$ cat config.mk
export PLATFORM = sky130hd
export DESIGN_NAME = light_hash_stream
export DESIGN_NICKNAME = d
export VERILOG_FILES = /design/src/rtl/light_hash_stream.sv
export SDC_FILE = /design/constraint.sdc
export NUM_CORES = 1
export LEC_CHECK = 0
export CAP_MARGIN = 10
export CELL_PAD_IN_SITES_DETAIL_PLACEMENT = 1
export CELL_PAD_IN_SITES_GLOBAL_PLACEMENT = 1
export CORE_ASPECT_RATIO = 0.7
export CORE_UTILIZATION = 49
export DETAILED_ROUTE_END_ITERATION = 8
export HOLD_SLACK_MARGIN = 0.1
export PLACE_DENSITY_LB_ADDON = 0.1
export SLEW_MARGIN = 40
export SYNTH_ARGS = -nofsm -noshare
export SYNTH_HDL_FRONTEND = slang
export SYNTH_SLANG_ARGS = --single-unit
$ cat constraint.sdc
create_clock -name clk -period 10.8 [get_ports clk]
set_input_delay 1.08 -clock clk [delete_from_list [all_inputs] [get_ports clk]]
set_output_delay 1.08 -clock clk [all_outputs]
set_load 0.01 [all_outputs]
$ cat src/rtl/light_hash_stream.sv
// Streaming character hash: each accepted character is absorbed into an NBLK-byte state by
// ROUNDS applications of an AES S-box round, one round per clock; the last character emits the digest.
module light_hash_stream #(
    parameter int NBLK    = 8,
    parameter int ROUNDS  = 32,
    parameter int CHARSET = 0
) (
    input  logic                  clk,
    input  logic                  rst_n,
    input  logic [7:0]            msg_char,
    input  logic                  msg_valid,
    input  logic                  msg_last,
    output logic                  msg_ready,
    output logic [8*NBLK-1:0]     digest,
    output logic                  digest_valid,
    output logic                  err_invalid_char
);

    typedef enum logic [0:0] {IDLE = 1'b0, ROUND = 1'b1} state_t;

    localparam logic [7:0]  RC_LAST = 8'(ROUNDS - 1);
    localparam logic [63:0] IVB     = 64'hEE2BC0DA140F5534;

    localparam logic [7:0] SBOX [256] = '{
        8'h63, 8'h7c, 8'h77, 8'h7b, 8'hf2, 8'h6b, 8'h6f, 8'hc5, 8'h30, 8'h01, 8'h67, 8'h2b, 8'hfe, 8'hd7, 8'hab, 8'h76,
        8'hca, 8'h82, 8'hc9, 8'h7d, 8'hfa, 8'h59, 8'h47, 8'hf0, 8'had, 8'hd4, 8'ha2, 8'haf, 8'h9c, 8'ha4, 8'h72, 8'hc0,
        8'hb7, 8'hfd, 8'h93, 8'h26, 8'h36, 8'h3f, 8'hf7, 8'hcc, 8'h34, 8'ha5, 8'he5, 8'hf1, 8'h71, 8'hd8, 8'h31, 8'h15,
        8'h04, 8'hc7, 8'h23, 8'hc3, 8'h18, 8'h96, 8'h05, 8'h9a, 8'h07, 8'h12, 8'h80, 8'he2, 8'heb, 8'h27, 8'hb2, 8'h75,
        8'h09, 8'h83, 8'h2c, 8'h1a, 8'h1b, 8'h6e, 8'h5a, 8'ha0, 8'h52, 8'h3b, 8'hd6, 8'hb3, 8'h29, 8'he3, 8'h2f, 8'h84,
        8'h53, 8'hd1, 8'h00, 8'hed, 8'h20, 8'hfc, 8'hb1, 8'h5b, 8'h6a, 8'hcb, 8'hbe, 8'h39, 8'h4a, 8'h4c, 8'h58, 8'hcf,
        8'hd0, 8'hef, 8'haa, 8'hfb, 8'h43, 8'h4d, 8'h33, 8'h85, 8'h45, 8'hf9, 8'h02, 8'h7f, 8'h50, 8'h3c, 8'h9f, 8'ha8,
        8'h51, 8'ha3, 8'h40, 8'h8f, 8'h92, 8'h9d, 8'h38, 8'hf5, 8'hbc, 8'hb6, 8'hda, 8'h21, 8'h10, 8'hff, 8'hf3, 8'hd2,
        8'hcd, 8'h0c, 8'h13, 8'hec, 8'h5f, 8'h97, 8'h44, 8'h17, 8'hc4, 8'ha7, 8'h7e, 8'h3d, 8'h64, 8'h5d, 8'h19, 8'h73,
        8'h60, 8'h81, 8'h4f, 8'hdc, 8'h22, 8'h2a, 8'h90, 8'h88, 8'h46, 8'hee, 8'hb8, 8'h14, 8'hde, 8'h5e, 8'h0b, 8'hdb,
        8'he0, 8'h32, 8'h3a, 8'h0a, 8'h49, 8'h06, 8'h24, 8'h5c, 8'hc2, 8'hd3, 8'hac, 8'h62, 8'h91, 8'h95, 8'he4, 8'h79,
        8'he7, 8'hc8, 8'h37, 8'h6d, 8'h8d, 8'hd5, 8'h4e, 8'ha9, 8'h6c, 8'h56, 8'hf4, 8'hea, 8'h65, 8'h7a, 8'hae, 8'h08,
        8'hba, 8'h78, 8'h25, 8'h2e, 8'h1c, 8'ha6, 8'hb4, 8'hc6, 8'he8, 8'hdd, 8'h74, 8'h1f, 8'h4b, 8'hbd, 8'h8b, 8'h8a,
        8'h70, 8'h3e, 8'hb5, 8'h66, 8'h48, 8'h03, 8'hf6, 8'h0e, 8'h61, 8'h35, 8'h57, 8'hb9, 8'h86, 8'hc1, 8'h1d, 8'h9e,
        8'he1, 8'hf8, 8'h98, 8'h11, 8'h69, 8'hd9, 8'h8e, 8'h94, 8'h9b, 8'h1e, 8'h87, 8'he9, 8'hce, 8'h55, 8'h28, 8'hdf,
        8'h8c, 8'ha1, 8'h89, 8'h0d, 8'hbf, 8'he6, 8'h42, 8'h68, 8'h41, 8'h99, 8'h2d, 8'h0f, 8'hb0, 8'h54, 8'hbb, 8'h16
    };

    function automatic logic [7:0] sbox(input logic [7:0] x);
        return SBOX[x];
    endfunction

    // The 8-byte IV repeats across the state when NBLK exceeds 8.
    function automatic logic [8*NBLK-1:0] iv_init();
        logic [8*NBLK-1:0] v;
        v = {(8*NBLK){1'b0}};
        for (int i = 0; i < NBLK; i++) begin
            v[8*i +: 8] = IVB[8*(i%8) +: 8];
        end
        return v;
    endfunction

    localparam logic [8*NBLK-1:0] IV = iv_init();

    function automatic logic char_ok(input logic [7:0] c);
        if (CHARSET == 0) begin
            return ((c >= 8'h30) && (c <= 8'h39)) || ((c >= 8'h41) && (c <= 8'h5A)) ||
                   ((c >= 8'h61) && (c <= 8'h7A));
        end else begin
            return (c >= 8'h20) && (c <= 8'h7E);
        end
    endfunction

    state_t             state_r, state_nxt_s;
    logic [7:0]         rc_r;
    logic [7:0]         char_r;
    logic               last_r;
    logic               bad_r;
    logic               ready_r;
    logic [8*NBLK-1:0]  h_r, h_nxt_s;
    logic [8*NBLK-1:0]  digest_r, fin_digest_s;
    logic               digest_valid_r;
    logic               err_r;
    logic [7:0]         mix_s;
    logic               accept_s, char_ok_s, start_s, bad_accept_s;
    logic               round_s, round_done_s, fin_s;

    assign accept_s  = msg_valid & ready_r;
    assign char_ok_s = char_ok(msg_char);

    // Next-state and control strobes for the IDLE/ROUND sequencer.
    always_comb begin
        state_nxt_s  = state_r;
        start_s      = 1'b0;
        bad_accept_s = 1'b0;
        round_s      = 1'b0;
        round_done_s = 1'b0;
        case (state_r)
            IDLE: begin
                if (accept_s && char_ok_s) begin
                    state_nxt_s = ROUND;
                    start_s     = 1'b1;
                end else if (accept_s) begin
                    bad_accept_s = 1'b1;
                end else begin
                    state_nxt_s = IDLE;
                end
            end
            ROUND: begin
                round_s = 1'b1;
                if (rc_r == RC_LAST) begin
                    round_done_s = 1'b1;
                    state_nxt_s  = IDLE;
                end else begin
                    state_nxt_s = ROUND;
                end
            end
            default: state_nxt_s = IDLE;
        endcase
    end

    // One round: blocks update in index order, so later blocks see earlier new values.
    always_comb begin
        h_nxt_s = h_r;
        mix_s   = 8'h00;
        for (int i = 0; i < NBLK; i++) begin
            mix_s               = h_nxt_s[8*((i+2)%NBLK) +: 8] ^ char_r;
            h_nxt_s[8*i +: 8]   = sbox(8'(mix_s << (i%8)));
        end
    end

    // Finalisation happens on the last round of a last character, or on an invalid last character.
    always_comb begin
        fin_s = (round_done_s & last_r) | (bad_accept_s & msg_last);
        if (round_done_s && !bad_r) begin
            fin_digest_s = h_nxt_s;
        end else begin
            fin_digest_s = {(8*NBLK){1'b0}};
        end
    end

    // FSM state and registered ready.
    always_ff @(posedge clk or negedge rst_n) begin
        if (!rst_n) begin
            state_r <= IDLE;
            ready_r <= 1'b1;
        end else begin
            state_r <= state_nxt_s;
            ready_r <= (state_nxt_s == IDLE);
        end
    end

    // Round counter and latched character/last flag.
    always_ff @(posedge clk or negedge rst_n) begin
        if (!rst_n) begin
            rc_r   <= 8'd0;
            char_r <= 8'h00;
            last_r <= 1'b0;
        end else if (start_s) begin
            rc_r   <= 8'd0;
            char_r <= msg_char;
            last_r <= msg_last;
        end else if (round_s) begin
            rc_r <= round_done_s ? 8'd0 : rc_r + 8'd1;
        end
    end

    // Hash state and message-bad flag; both return to their initial values on finalisation.
    always_ff @(posedge clk or negedge rst_n) begin
        if (!rst_n) begin
            h_r   <= IV;
            bad_r <= 1'b0;
        end else begin
            if (fin_s) begin
                h_r <= IV;
            end else if (round_s) begin
                h_r <= h_nxt_s;
            end
            if (fin_s) begin
                bad_r <= 1'b0;
            end else if (bad_accept_s) begin
                bad_r <= 1'b1;
            end
        end
    end

    // Registered digest and strobes.
    always_ff @(posedge clk or negedge rst_n) begin
        if (!rst_n) begin
            digest_r       <= {(8*NBLK){1'b0}};
            digest_valid_r <= 1'b0;
            err_r          <= 1'b0;
        end else begin
            if (fin_s) begin
                digest_r <= fin_digest_s;
            end
            digest_valid_r <= fin_s;
            err_r          <= bad_accept_s;
        end
    end

    assign msg_ready        = ready_r;
    assign digest           = digest_r;
    assign digest_valid     = digest_valid_r;
    assign err_invalid_char = err_r;

endmodule

; Word level (Yosys, flattened, before mapping)
; Memories as Yosys holds them, arrays and structs flattened.
; Cells that the tools add are included.
[classes]
n_addsub = 1
magnitude_cmp = 14
eq_ne = 1
mux = 34
bitwise = 22
n_reduce_logical = 11
[ops]
columns = op, count
row1 = $mux 8, 19
row2 = $mux 59, 2
row3 = $ge 9x9->1 const B, 8
row4 = $not 8->9, 8
row5 = $mux 64, 1
row6 = $ge 8x7->1 const B, 2
row7 = $le 8x7->1 const B, 2
row8 = $mux 1, 11
row9 = $add 8x1->8 const B, 1
row10 = $eq 8x5->1 const B, 1
row11 = $ge 8x6->1 const B, 1
row12 = $le 8x6->1 const B, 1
row13 = $xor 8x8->8, 1
row14 = $xor 7x7->7, 1
row15 = $reduce_bool 2->1, 3
row16 = $xor 6x6->6, 1
row17 = $logic_and 1x1->1, 5
row18 = $xor 5x5->5, 1
row19 = $xor 4x4->4, 1
row20 = $and 1x1->1, 3
row21 = $xor 3x3->3, 1
row22 = $logic_or 1x1->1, 2
row23 = $not 1->1, 2
row24 = $pmux 1 s2, 1
row25 = 4 further kinds, 4
[totals]
reg_bits = 145
romBits = 16384
in_bits = 12
output_inout_bits = 67
elab_cells = 101
mem_count = 8
[mem_list]
columns = memory, depth, width, read_ports, rd_clocked_by_memory_dff, write_ports, line_no
row1 = (name not given), 256, 8, 1, 0, 0, 44  ; return SBOX[x];
row2 = (name not given), 256, 8, 1, 0, 0, 44
row3 = (name not given), 256, 8, 1, 0, 0, 44
row4 = (name not given), 256, 8, 1, 0, 0, 44
row5 = (name not given), 256, 8, 1, 0, 0, 44
row6 = (name not given), 256, 8, 1, 0, 0, 44
row7 = +2 memories, n/a, n/a, n/a, n/a, n/a, n/a

; Logic depth before layout (Yosys ltp)
[logic_depth]
word_depth = 12
depth_mapped = 19
mapped_depth_nobuf = 14

; Worst setup path after synthesis
; OpenSTA, ideal clock, no wires.
[synth_timing]
path_kind = flip-flop to flip-flop
start = reg h_r[18]
end = reg digest_r[50] (netlist: digest[50])
setup_time_ps = 121
t_arrival_ps = 3434
required_time_ps = 10679
path_slack_ps = 7245
path_stages_with_launch = 16
n_path_buf = 4
synth_period_minus_slack_ps = 3555
cell_sequence = dfstp_2 xor2_4 inv_2 buf_2 buf_2 buf_2 buf_2 ha_1 o311ai_0 a21oi_1 or3_1 a211oi_2 xnor2_1 inv_1 ha_1 a22o_1
[synth_between]
elab_chain_cells = 11
[synth_rtl]
columns = item, line_no
row1 = "start, declared", 74  ; logic [8*NBLK-1:0] h_r, h_nxt_s;
row2 = "start signal, assigned", 171  ; h_r <= h_nxt_s;
row3 = $xor 8x8->8, 121  ; mix_s = h_nxt_s[8*((i+2)%NBLK) +: 8] ^ char_r;
row4 = $not 8->9 (implied by the code), 44
row5 = $mem_v2 256x8, n/a
row6 = $mux 8 (implied by the code) (2 in a row), 44
row7 = $xor 2x2->2, 121
row8 = $not 8->9 (implied by the code), 44
row9 = $mem_v2 256x8, n/a
row10 = $mux 8 (implied by the code) (2 in a row), 44
row11 = $mux 64, 129  ; if (round_done_s && !bad_r) begin
row12 = "end signal, assigned", 184  ; digest_r <= {(8*NBLK){1'b0}};
row13 = "end signal, assigned", 189  ; digest_r <= fin_digest_s;
row14 = "end, declared", 75  ; logic [8*NBLK-1:0] digest_r, fin_digest_s;
; No other way between the ends. The select of a mux whose other input is x is not followed.
; A chain may end at the register's enable or synchronous reset.

; Worst setup path after layout
[layout_timing]
start = reg char_r[0]
end = reg h_r[48]
[layout_between]
elab_chain_cells = 12
[layout_rtl]
columns = item, line_no
row1 = "start, declared", 70  ; logic [7:0] char_r;
row2 = "start signal, assigned", 155  ; char_r <= msg_char;
row3 = $xor 8x8->8, 121
row4 = $not 8->9 (implied by the code), 44
row5 = $mem_v2 256x8, n/a
row6 = $mux 8 (implied by the code) (2 in a row), 44
row7 = $xor 2x2->2 (*), 121
row8 = $not 8->9 (implied by the code) (*), 44
row9 = $mem_v2 256x8 (*), n/a
row10 = $mux 8 (implied by the code) (*) (2 in a row), 44
row11 = $mux 59 (*), 170  ; end else if (round_s) begin
row12 = $mux 59 (*), 168  ; if (fin_s) begin
; Mark *: on every way between the ends. The rest lies on a longest branch, timed or not. The select of a mux whose other input is x is not followed.

==> reports/results.ini <==
[die]
die_w_um = 184
io_pins = 79
die_y_um = 129
start_util_pct = 50.0
row_count = 46
design.die.area_um2 = 23800
core_area_um2 = 22700

[layout]
antenna_cells = 0
syn_to_final_growth_pct = 14.2
finalNetCount = 1562
drive_above_1_share_pct = 9.26

[worst_setup_path]
crit_family = compound AO/OA/AOI/OAI gates
setup.worst_path.class = flip-flop to flip-flop
worstPathMaxFanout = 21
cpMaxStageDelayCell = ha_1
endpoint_kind = flip-flop
start_kind = flip-flop
path_cells = xor2_1, buf_4, clkinv_1, ha_1, and2_0, o311ai_0, o311a_1, a21oi_1, a32oi_2, xnor2_1, inv_1, ha_1, nand2_1, o21ai_0, nand2_1
cp.required_ns = 11.17
critPathBufInv = 3
cp.arrival_ns = 5.20
cpPeakStageDelay_ns = 0.73

[place]
place_hpwl_um = 33200
gp_congestion = 1.07
io_buffers = 77

[synth]
synth_commonest_cells = nand2_1 (189), nor2_1 (154), o21ai_0 (153), a21oi_1 (103), dfrtp_1 (98)
synth.distinct_cells = 78
syn_nets = 1584
synth_enable_flop_cells = 0
ys.flop_type = dfrtp_1
synth_top_area_share_pct = 21.6
synth_top_area_cell = dfrtp_1
netlist_area_um2 = 11400
seq_area_frac_synth_pct = 25.0
synth_async_sr_flop_share_pct = 100
syn_inst = 1521
ys_seq_elements = 113
yosysMostFrequentCell = nand2_1
synth_warnings = 0
syn_area_per_cell_um2 = 7.48
synth.area.top_cells = dfrtp_1 (22%), o21ai_0 (6.7%), nand2_1 (6.2%)

[outcome]
status = finished with violations
violations = design-rule violations

[cts]
clk_pin_slew_ns = 0.06
cts_sinks = 113
numCtsBuffers = 17
clock_latency_ns = 0.44
postCtsSetupBuffers = 0
cts_buffer_depth = 2
cts_max_level = 4
cts_repair_resize_count = 0
postCtsHoldBufs = 0
cts_root_buffer = clkbuf_16
tritoncts = yes

[global_routing]
gr-total-overflow = 0
grt_max_degree = 76
grt_pass1_vias = 12688
grt_use_total_pct = 42.7
grt_pass1_wl_um = 77200
antenna_found_initial = 2

[detailed_routing]
met3_wirelength_um = 5860
wl_um = 50700
highest_layer = met4
first_pass_iters = 9
vias = 13226
wl_met1_um = 21100
viasPerCell = 7.25
wl_met2_um = 21700
wl_per_cell_um = 27.8
ant_nets = 0
remaining_drc_errors = 2
drtIter0Drc = 2218

[sta]
fmax_mhz = 207
tns_ns = 0
clock_skew_ns = 0.0146
relSlewSlack_pct = 40.7
rsz0062_at_grt = no
period_needed_ns = 4.83
worstMarginPinSlew_ns = 0.886
hold_viol_final = 0
setup_viol = 0
final_max_slew_viol_count = 0
period_share_pct = 44.7

[worst_hold_path]
min_path_type = flip-flop to flip-flop

[job]
drv_cap = 0

[kinds of logic after synthesis]
kind of cell | after synthesis | share of synthesized area (%)
mux | 36 | 4.35
compound gates | 572 | 33.7
fa+ha+maj | 51 | 5.61
flops | 113 | 25.0
buf+inv | 190 | 7.19
xor+xnor | 62 | 5.24
other cells | 1 | 0.0330
simple gates | 496 | 18.8
[worst paths after layout]
check | startpoint | slack, ns | depth (start not counted) | to
setup / recovery | char_r[0] | 5.97 | 15 | h_r[48]
hold / removal | digest[12] | 0.48 | 2 | digest[12]
setup reg to reg | char_r[0] | 5.97 | 15 | h_r[48]
hold reg to reg | digest[12] | 0.48 | 2 | digest[12]
max in group asynchronous | rst_n | 9.18 | 2 | digest[5]
min in group asynchronous | rst_n | 0.62 | 1 | rc_r[3]
[flip-flops by register name, indices dropped and copies added, names as in the netlist]
| register | cells |
|---|---|
| bad_r | 1 |
| rc_r | 8 |
| char_r | 8 |
| err_invalid_char | 1 |
| last_r | 1 |
| digest_valid | 1 |
| msg_ready | 1 |
| state_r | 1 |
| digest | 58 |
| h_r | 33 |
[final cells by class]
class,count,area [µm²]
Clock inverter,8,149
Clock buffer,24,502
Multi-Input combinational cell,1218,7910
Fill cell,2767,9740
Sequential cell,113,2850
Timing Repair Buffer,117,1080
Tap cell,312,390
Inverter,32,120
[placed cells by master, fill, tap and decap left out, types with 25 or more instances in the layout]
cell type,n
o311ai_0,27
inv_1,27
a21oi_1,103
nor3_1,56
buf_4,38
a22o_1,26
a211oi_1,42
clkdlybuf4s50_1,76
xnor2_1,25
ha_1,51
dfrtp_1,97
o211ai_1,39
nor2_1,153
nand2_1,189
o21ai_0,153
nand3_1,39
[stage by stage]
step           worst slack (ns)  utilization (%)  hold slack [ns]  instances  area, µm²
2_1_floorplan              7.25                -            0.479       1521      11400
3_3_place_gp               6.33             53.9            0.461       1792      12300
3_5_place_dp               6.12             54.2            0.470       1792      12300
4_1_cts                    6.12             57.0            0.484       1824      13000
5_1_grt                    5.77             57.2            0.524       1824      13000
6_report                   5.97             57.2            0.476       1824      13000
[tightest hold or removal path: stages, from the launching register on]
cell	delay, ns
dfrtp_1	0.34
nand2_1	0.04
o21ai_0	0.06
[routing by layer]
| layer | vias up | global-route usage [%] |
|---|---|---|
| met5 | - | 0 |
| met4 | 0 | 16.6 |
| met3 | 189 | 13.0 |
| met2 | 883 | 63.6 |
| met1 | 6535 | 58.1 |
| li1 | 5619 | - |
Power is left out: the tool's default activity adds up to more than one toggle a clock period on the data nets, which glitch-free logic cannot reach.
